[src/rtl/dispenser_pkg.sv]
// Shared types and constants for the dose arbiter.
// DISPENSE_CONFIRM_EN adds the WAIT_CONFIRM state.
package dispenser_pkg;

    typedef enum logic [2:0] {
        IDLE,
        SELECT,
        PULSE,
        GAP
`ifdef DISPENSE_CONFIRM_EN
        , WAIT_CONFIRM
`endif
    } state_t;

    localparam logic [1:0] MORNING   = 2'd0;
    localparam logic [1:0] AFTERNOON = 2'd1;
    localparam logic [1:0] EVENING   = 2'd2;
    localparam logic [1:0] NONE      = 2'd3;

    localparam int OVR_W = 8;
    localparam int TMR_W = 32;

    // Timer counts n-1 down to 0; a zero length behaves as one cycle.
    function automatic logic [TMR_W-1:0] cyc_load(int unsigned n);
        return (n == 0) ? '0 : TMR_W'(n - 1);
    endfunction

    function automatic logic [1:0] first_set(logic [2:0] p);
        if (p[0])
            return MORNING;
        else if (p[1])
            return AFTERNOON;
        else if (p[2])
            return EVENING;
        else
            return NONE;
    endfunction

    function automatic logic [1:0] pop3(logic [2:0] v);
        return {1'b0, v[0]} + {1'b0, v[1]} + {1'b0, v[2]};
    endfunction

endpackage

[src/rtl/dose_arbiter_if.sv]
// Request/status bundle of the dose arbiter.
// DISPENSE_CONFIRM_EN adds confirm and fault.
interface dose_arbiter_if;
    import dispenser_pkg::*;

    logic [2:0]       req;
    logic [2:0]       mask;
    logic             manual_req;
    logic [1:0]       manual_sel;
    logic             motor;
    logic [1:0]       sel;
    logic             busy;
    logic [2:0]       pending;
    logic [OVR_W-1:0] overrun_cnt;
`ifdef DISPENSE_CONFIRM_EN
    logic             confirm;
    logic             fault;
`endif

    modport master (
        output req, mask, manual_req, manual_sel,
`ifdef DISPENSE_CONFIRM_EN
        output confirm,
        input  fault,
`endif
        input  motor, sel, busy, pending, overrun_cnt
    );

    modport slave (
        input  req, mask, manual_req, manual_sel,
`ifdef DISPENSE_CONFIRM_EN
        input  confirm,
        output fault,
`endif
        output motor, sel, busy, pending, overrun_cnt
    );

endinterface

[src/rtl/dispense_timer.sv]
// Loadable down-counter; done pulses once when a loaded count expires.
module dispense_timer
    import dispenser_pkg::*;
(
    input  logic             clock,
    input  logic             reset,
    input  logic             load,
    input  logic [TMR_W-1:0] value,
    output logic             done
);

    logic [TMR_W-1:0] cnt;
    logic             active;

    always_ff @(posedge clock) begin
        if (reset) begin
            cnt    <= '0;
            active <= 1'b0;
        end else if (load) begin
            cnt    <= value;
            active <= 1'b1;
        end else if (active) begin
            if (cnt == '0)
                active <= 1'b0;
            else
                cnt <= cnt - 1'b1;
        end
    end

    assign done = active && (cnt == '0);

endmodule

[src/rtl/dose_arbiter.sv]
// Pill dispenser arbiter: latches dose requests and runs one dose at a time.
// DISPENSE_CONFIRM_EN adds a pill-drop confirm wait with timeout fault.
module dose_arbiter
    import dispenser_pkg::*;
#(
    parameter int unsigned PULSE_CYCLES  = 50000000,
    parameter int unsigned SETTLE_CYCLES = 1000000,
    parameter int unsigned GAP_CYCLES    = 25000000
`ifdef DISPENSE_CONFIRM_EN
    , parameter int unsigned CONFIRM_CYCLES = 100000000
`endif
) (
    input logic           clock,
    input logic           reset,
    dose_arbiter_if.slave bus
);

    state_t           state;
    logic [2:0]       pending_q;
    logic [OVR_W-1:0] ovr_q;
    logic             motor_q;
    logic [1:0]       sel_q;
    logic             busy_q;
    logic             fault_q;

    logic [2:0]       hits;
    logic [2:0]       clr;
    logic [2:0]       drop;
    logic [2:0]       ovr_inc;
    logic [OVR_W:0]   ovr_sum;
    logic [OVR_W-1:0] ovr_n;
    logic             timeout;
    logic             tmr_load;
    logic             tmr_done;
    logic [TMR_W-1:0] tmr_val;

    dispense_timer u_timer (
        .clock (clock),
        .reset (reset),
        .load  (tmr_load),
        .value (tmr_val),
        .done  (tmr_done)
    );

    always_comb begin
        hits = bus.req & bus.mask;
        if (bus.manual_req && bus.manual_sel != NONE)
            hits = hits | (3'b001 << bus.manual_sel);
    end

    // The bit being serviced is cleared first, so a same-cycle request relatches it.
    assign clr  = (state == SELECT && tmr_done) ? (3'b001 << sel_q) : 3'b000;
    assign drop = hits & pending_q & ~clr;

    assign ovr_inc = {1'b0, pop3(drop)} + {2'b00, timeout};
    assign ovr_sum = {1'b0, ovr_q} + (OVR_W+1)'(ovr_inc);
    assign ovr_n   = ovr_sum[OVR_W] ? {OVR_W{1'b1}} : ovr_sum[OVR_W-1:0];

    always_comb begin
        tmr_load = 1'b0;
        tmr_val  = '0;
        timeout  = 1'b0;
        unique case (state)
            IDLE: begin
                if (|pending_q) begin
                    tmr_load = 1'b1;
                    tmr_val  = cyc_load(SETTLE_CYCLES);
                end
            end
            SELECT: begin
                if (tmr_done) begin
                    tmr_load = 1'b1;
                    tmr_val  = cyc_load(PULSE_CYCLES);
                end
            end
            PULSE: begin
                if (tmr_done) begin
                    tmr_load = 1'b1;
`ifdef DISPENSE_CONFIRM_EN
                    tmr_val  = cyc_load(CONFIRM_CYCLES);
`else
                    tmr_val  = cyc_load(GAP_CYCLES);
`endif
                end
            end
`ifdef DISPENSE_CONFIRM_EN
            WAIT_CONFIRM: begin
                if (bus.confirm || tmr_done) begin
                    tmr_load = 1'b1;
                    tmr_val  = cyc_load(GAP_CYCLES);
                    timeout  = !bus.confirm;
                end
            end
`endif
            default: ;
        endcase
    end

    always_ff @(posedge clock) begin
        if (reset) begin
            state     <= IDLE;
            pending_q <= '0;
            ovr_q     <= '0;
            motor_q   <= 1'b0;
            sel_q     <= NONE;
            busy_q    <= 1'b0;
            fault_q   <= 1'b0;
        end else begin
            pending_q <= (pending_q & ~clr) | hits;
            ovr_q     <= ovr_n;
            fault_q   <= timeout;
            unique case (state)
                IDLE: begin
                    if (|pending_q) begin
                        state  <= SELECT;
                        sel_q  <= first_set(pending_q);
                        busy_q <= 1'b1;
                    end
                end
                SELECT: begin
                    if (tmr_done) begin
                        state   <= PULSE;
                        motor_q <= 1'b1;
                    end
                end
                PULSE: begin
                    if (tmr_done) begin
                        motor_q <= 1'b0;
`ifdef DISPENSE_CONFIRM_EN
                        state   <= WAIT_CONFIRM;
`else
                        state   <= GAP;
`endif
                    end
                end
`ifdef DISPENSE_CONFIRM_EN
                WAIT_CONFIRM: begin
                    if (bus.confirm || tmr_done)
                        state <= GAP;
                end
`endif
                GAP: begin
                    if (tmr_done) begin
                        state  <= IDLE;
                        sel_q  <= NONE;
                        busy_q <= 1'b0;
                    end
                end
                default: state <= IDLE;
            endcase
        end
    end

    assign bus.motor       = motor_q;
    assign bus.sel         = sel_q;
    assign bus.busy        = busy_q;
    assign bus.pending     = pending_q;
    assign bus.overrun_cnt = ovr_q;
`ifdef DISPENSE_CONFIRM_EN
    assign bus.fault       = fault_q;
`endif

endmodule

[src/flat_wrapper.sv]
// flat-port wrapper written by rule: the top's interface ports become plain ports
module dose_arbiter_flat import dispenser_pkg::*;
#(
    parameter int unsigned PULSE_CYCLES  = 50000000,
    parameter int unsigned SETTLE_CYCLES = 1000000,
    parameter int unsigned GAP_CYCLES    = 25000000

)
  (clock, reset, bus_req, bus_mask, bus_manual_req, bus_manual_sel, bus_motor, bus_sel, bus_busy, bus_pending, bus_overrun_cnt);
  dose_arbiter_if bus_i ();
  input logic clock;
  input logic reset;
  input wire logic [$bits(bus_i.req)-1:0] bus_req;
  input wire logic [$bits(bus_i.mask)-1:0] bus_mask;
  input wire logic [$bits(bus_i.manual_req)-1:0] bus_manual_req;
  input wire logic [$bits(bus_i.manual_sel)-1:0] bus_manual_sel;
  output wire logic [$bits(bus_i.motor)-1:0] bus_motor;
  output wire logic [$bits(bus_i.sel)-1:0] bus_sel;
  output wire logic [$bits(bus_i.busy)-1:0] bus_busy;
  output wire logic [$bits(bus_i.pending)-1:0] bus_pending;
  output wire logic [$bits(bus_i.overrun_cnt)-1:0] bus_overrun_cnt;
  assign bus_i.req = bus_req;
  assign bus_i.mask = bus_mask;
  assign bus_i.manual_req = bus_manual_req;
  assign bus_i.manual_sel = bus_manual_sel;
  assign bus_motor = bus_i.motor;
  assign bus_sel = bus_i.sel;
  assign bus_busy = bus_i.busy;
  assign bus_pending = bus_i.pending;
  assign bus_overrun_cnt = bus_i.overrun_cnt;
  dose_arbiter #(.PULSE_CYCLES(PULSE_CYCLES), .SETTLE_CYCLES(SETTLE_CYCLES), .GAP_CYCLES(GAP_CYCLES)) u_core (.clock(clock), .reset(reset), .bus(bus_i));
endmodule
[config.mk]
export PLATFORM = sky130hd
export DESIGN_NAME = dose_arbiter_flat
export DESIGN_NICKNAME = d
export VERILOG_FILES = /design/src/rtl/dispenser_pkg.sv /design/src/rtl/dose_arbiter_if.sv /design/src/rtl/dispense_timer.sv /design/src/rtl/dose_arbiter.sv /design/src/flat_wrapper.sv
export SDC_FILE = /design/constraint.sdc
export NUM_CORES = 1
export LEC_CHECK = 0
export CAP_MARGIN = 10
export CELL_PAD_IN_SITES_DETAIL_PLACEMENT = 1
export CELL_PAD_IN_SITES_GLOBAL_PLACEMENT = 2
export CORE_UTILIZATION = 37
export DETAILED_ROUTE_END_ITERATION = 8
export PLACE_DENSITY = 0.9
export SKIP_CTS_REPAIR_TIMING = 1
export SYNTH_ARGS = -nofsm -noshare
export SYNTH_HDL_FRONTEND = slang
export SYNTH_SLANG_ARGS = --single-unit
[constraint.sdc]
create_clock -name clock -period 6.6 [get_ports clock]
set_clock_uncertainty 0.2 [all_clocks]
set_input_delay 1.32 -clock clock [delete_from_list [all_inputs] [get_ports clock]]
set_output_delay 1.32 -clock clock [all_outputs]
set_load 0.01 [all_outputs]
==> flow_summary.json <==
{
  "status": "finished, final reports clean",
  "leakagePower_nw": 1.25,
  "arrival_ns": 4.75,
  "worst-r2r-setup-slack_ns": 1.84,
  "worstSkewPairLatency_ns": 0.32,
  "synthToLayoutAreaGrowth_pct": 13.3,
  "whs_path_depth": 2,
  "finalSetupViolCount": 0,
  "ir_worst_vdd_v": 0.000161,
  "hold_path_end": "u_core.bus.busy$_SDFFE_PP0P_",
  "reg2reg_from": "u_core.u_timer.cnt[3]$_SDFFE_PP0P_",
  "ys_ff_latch": 50,
  "ys_warn_count": 0,
  "ff2ff_path_depth": 12,
  "synthTopCellsByCount": "dfxtp_1, nor2_1, a21oi_1, nand2_1, nor3_1",
  "async_flop_share_pct": 0,
  "period_minus_slack_ns": 4.76,
  "path_clk_slew_ns": 0.11,
  "vias": 3097,
  "dieHeight_um": 93.7,
  "synth_compound_area_share_pct": 21.0,
  "reg2reg_to": "u_core.bus.overrun_cnt[3]$_SDFF_PP0_",
  "rsz0062_at_grt": "no",
  "final_nets": 428,
  "worst_slew_pin_slew_ns": 0.949,
  "syn_area_mm2": 0.00311,
  "grt.total_usage_pct": 23.0,
  "period_share_pct": 72.2,
  "ios": 26,
  "synth_top_family_by_area": "simple AND/OR/NAND/NOR gates",
  "stdcell_area_mm2": 0.00353,
  "antennaDiodeCount": 0,
  "synthTopCellsByArea": "dfxtp_1, nor2_1, a21oi_1, nor3_1, ha_1",
  "drive_gt1_share_pct": 8.35,
  "hp-class": "reg -> reg",
  "grt_overflow_total": 0,
  "powerDensity_mw_per_mm2": 435,
  "initial_core_util_pct": 38.1,
  "worstPathMaxFanout": 14,
  "wl_per_cell_um": 18.6,
  "endpoint_kind": "flop",
  "core_mm2": 0.00818,
  "grt_pass1_vias": 3183,
  "synth_mux_area_share_pct": 0.321,
  "gp_congestion": 0.858,
  "antenna_found_initial": 0,
  "yosysMostFrequentCell": "dfxtp_1",
  "cp.required_ns": 6.58,
  "htreeDepth": 2,
  "synth_edf_count": 0,
  "drv_cap": 0,
  "syn_avg_cell_area_um2": 8.05,
  "grt_max_degree": 45,
  "clkSinkCount": 50,
  "via_per_inst": 6.05,
  "setup_slack_ns": 1.84,
  "synth-adder-area-share_pct": 4.90,
  "hp-start": "u_core.bus.busy$_SDFFE_PP0P_",
  "pre_cts_ws_ns": 1.94,
  "placed_cell_area_mm2": 0.00344,
  "synth_simple_gate_area_share_pct": 33.7,
  "clk_path_buf_depth": 2,
  "ys_seq_area_share_pct": 32.1,
  "fmax_ghz": 0.210,
  "cts_tree": "done",
  "die_w_um": 93.7,
  "drt-initial-drc-count": 200,
  "port_buffers": 25,
  "grt_pass1_wl_mm": 16.0,
  "synth_xor_area_share_pct": 3.37,
  "netlist_instances": 387,
  "wl_mm": 9.52,
  "start_kind": "flop",
  "final_max_slew_viol_count": 0,
  "tns_ns": 0,
  "rows": 33,
  "dieArea_mm2": 0.00879,
  "cts_made_buffers": 5,
  "firstDrtPassIters": 4,
  "slew_headroom_pct": 36.5,
  "synth_top_cell_by_area": "dfxtp_1",
  "hold_viol_final": 0,
  "yosysUniqueCellTypes": 67,
  "criticalPathCategory": "reg -> reg",
  "synth_top_area_share_pct": 32.1,
  "place_hpwl_mm": 6.91,
  "syn_nets": 409,
  "final_antenna_net_count": 0,
  "root_buffer": "clkbuf_8",
  "ys.flop_type": "dfxtp_1",
  "drc": 0
}
sequential cells by signal, summed over array words and instances (netlist names):
name,count
u_core.bus.overrun_cnt,8
u_core.state,2
u_core.u_timer.active,1
u_core.bus.pending,3
u_core.u_timer.cnt,32
u_core.bus.sel,2
u_core.bus.motor,1
u_core.bus.busy,1
report_power, final:
group          switching [W]  internal, W  leakage (nW)
sequential         0.0000906     0.000369         0.409
clock               0.000117    0.0000761        0.0408
combinational       0.000566     0.000315         0.803
cells by family after synthesis:
group,after synthesis
simple gates,183
compound gates,97
flops,50
buf+inv,33
xor+xnor,12
fa+ha+maj,11
mux,1
per-layer routing:
layer	global-route usage [%]	vias up	share of wire, %
met5	0	-	0
met4	7.95	0	2.1
met3	3.32	13	4.7
met2	40.1	71	48
met1	28.8	1538	45
li1	-	1475	-
worst max path at each step:
stage | slack, ns | from | to
floorplan | 2.82 | u_core.u_timer.cnt[14]$_SDFFE_PP0P_ | u_core.bus.overrun_cnt[7]$_SDFF_PP0_
global placement | 2.18 | u_core.u_timer.cnt[8]$_SDFFE_PP0P_ | u_core.bus.overrun_cnt[2]$_SDFF_PP0_
detailed placement | 1.94 | u_core.u_timer.cnt[3]$_SDFFE_PP0P_ | u_core.bus.overrun_cnt[1]$_SDFF_PP0_
CTS | 1.91 | u_core.u_timer.cnt[3]$_SDFFE_PP0P_ | u_core.bus.overrun_cnt[1]$_SDFF_PP0_
global route | 1.52 | u_core.u_timer.cnt[3]$_SDFFE_PP0P_ | u_core.bus.overrun_cnt[1]$_SDFF_PP0_
finish | 1.84 | u_core.u_timer.cnt[3]$_SDFFE_PP0P_ | u_core.bus.overrun_cnt[3]$_SDFF_PP0_
worst max-delay path, cell delays in order (launching register included):
cell	delay (ns)
dfxtp_1	0.37
nor4_2	0.60
and4_1	0.60
nand4_1	0.47
o41ai_1	0.58
nor2_1	0.12
fa_1	0.47
ha_1	0.24
fa_1	0.41
and3_1	0.24
nand2_1	0.13
or2_2	0.15
a21oi_1	0.06
placed cells by master, fill, tap and decap left out, drive strengths merged, types with 12 or more instances in the layout:
master and n:
o21ai 21, nor2 48, nor3 27, inv 19, clkdlybuf4s50 25, a21oi 27, nand2 26, dfxtp 50
nand3 12, xnor2 12
stage by stage:
stage	hold slack [ns]	cells	utilization, %	total power (W)
6_report	0.307	512	43.2	0.00153
5_1_grt	0.336	512	43.2	0.00165
4_1_cts	0.300	512	43.2	0.00153
3_5_place_dp	0.272	504	42.0	0.00133
3_3_place_gp	0.280	504	42.0	0.00131
2_1_floorplan	0.256	387	-	0.00108
layout make-up:
class                   count  area (µm²)
clock buffers               5        68.8
inverters                  18        67.6
well taps                 105         131
repair buffers             27         265
fillers                   995        4650
clock inverters             3        23.8
flip-flops and latches     50        1000
multi-input cells         304        1970
(Power assumes the default switching activity.)
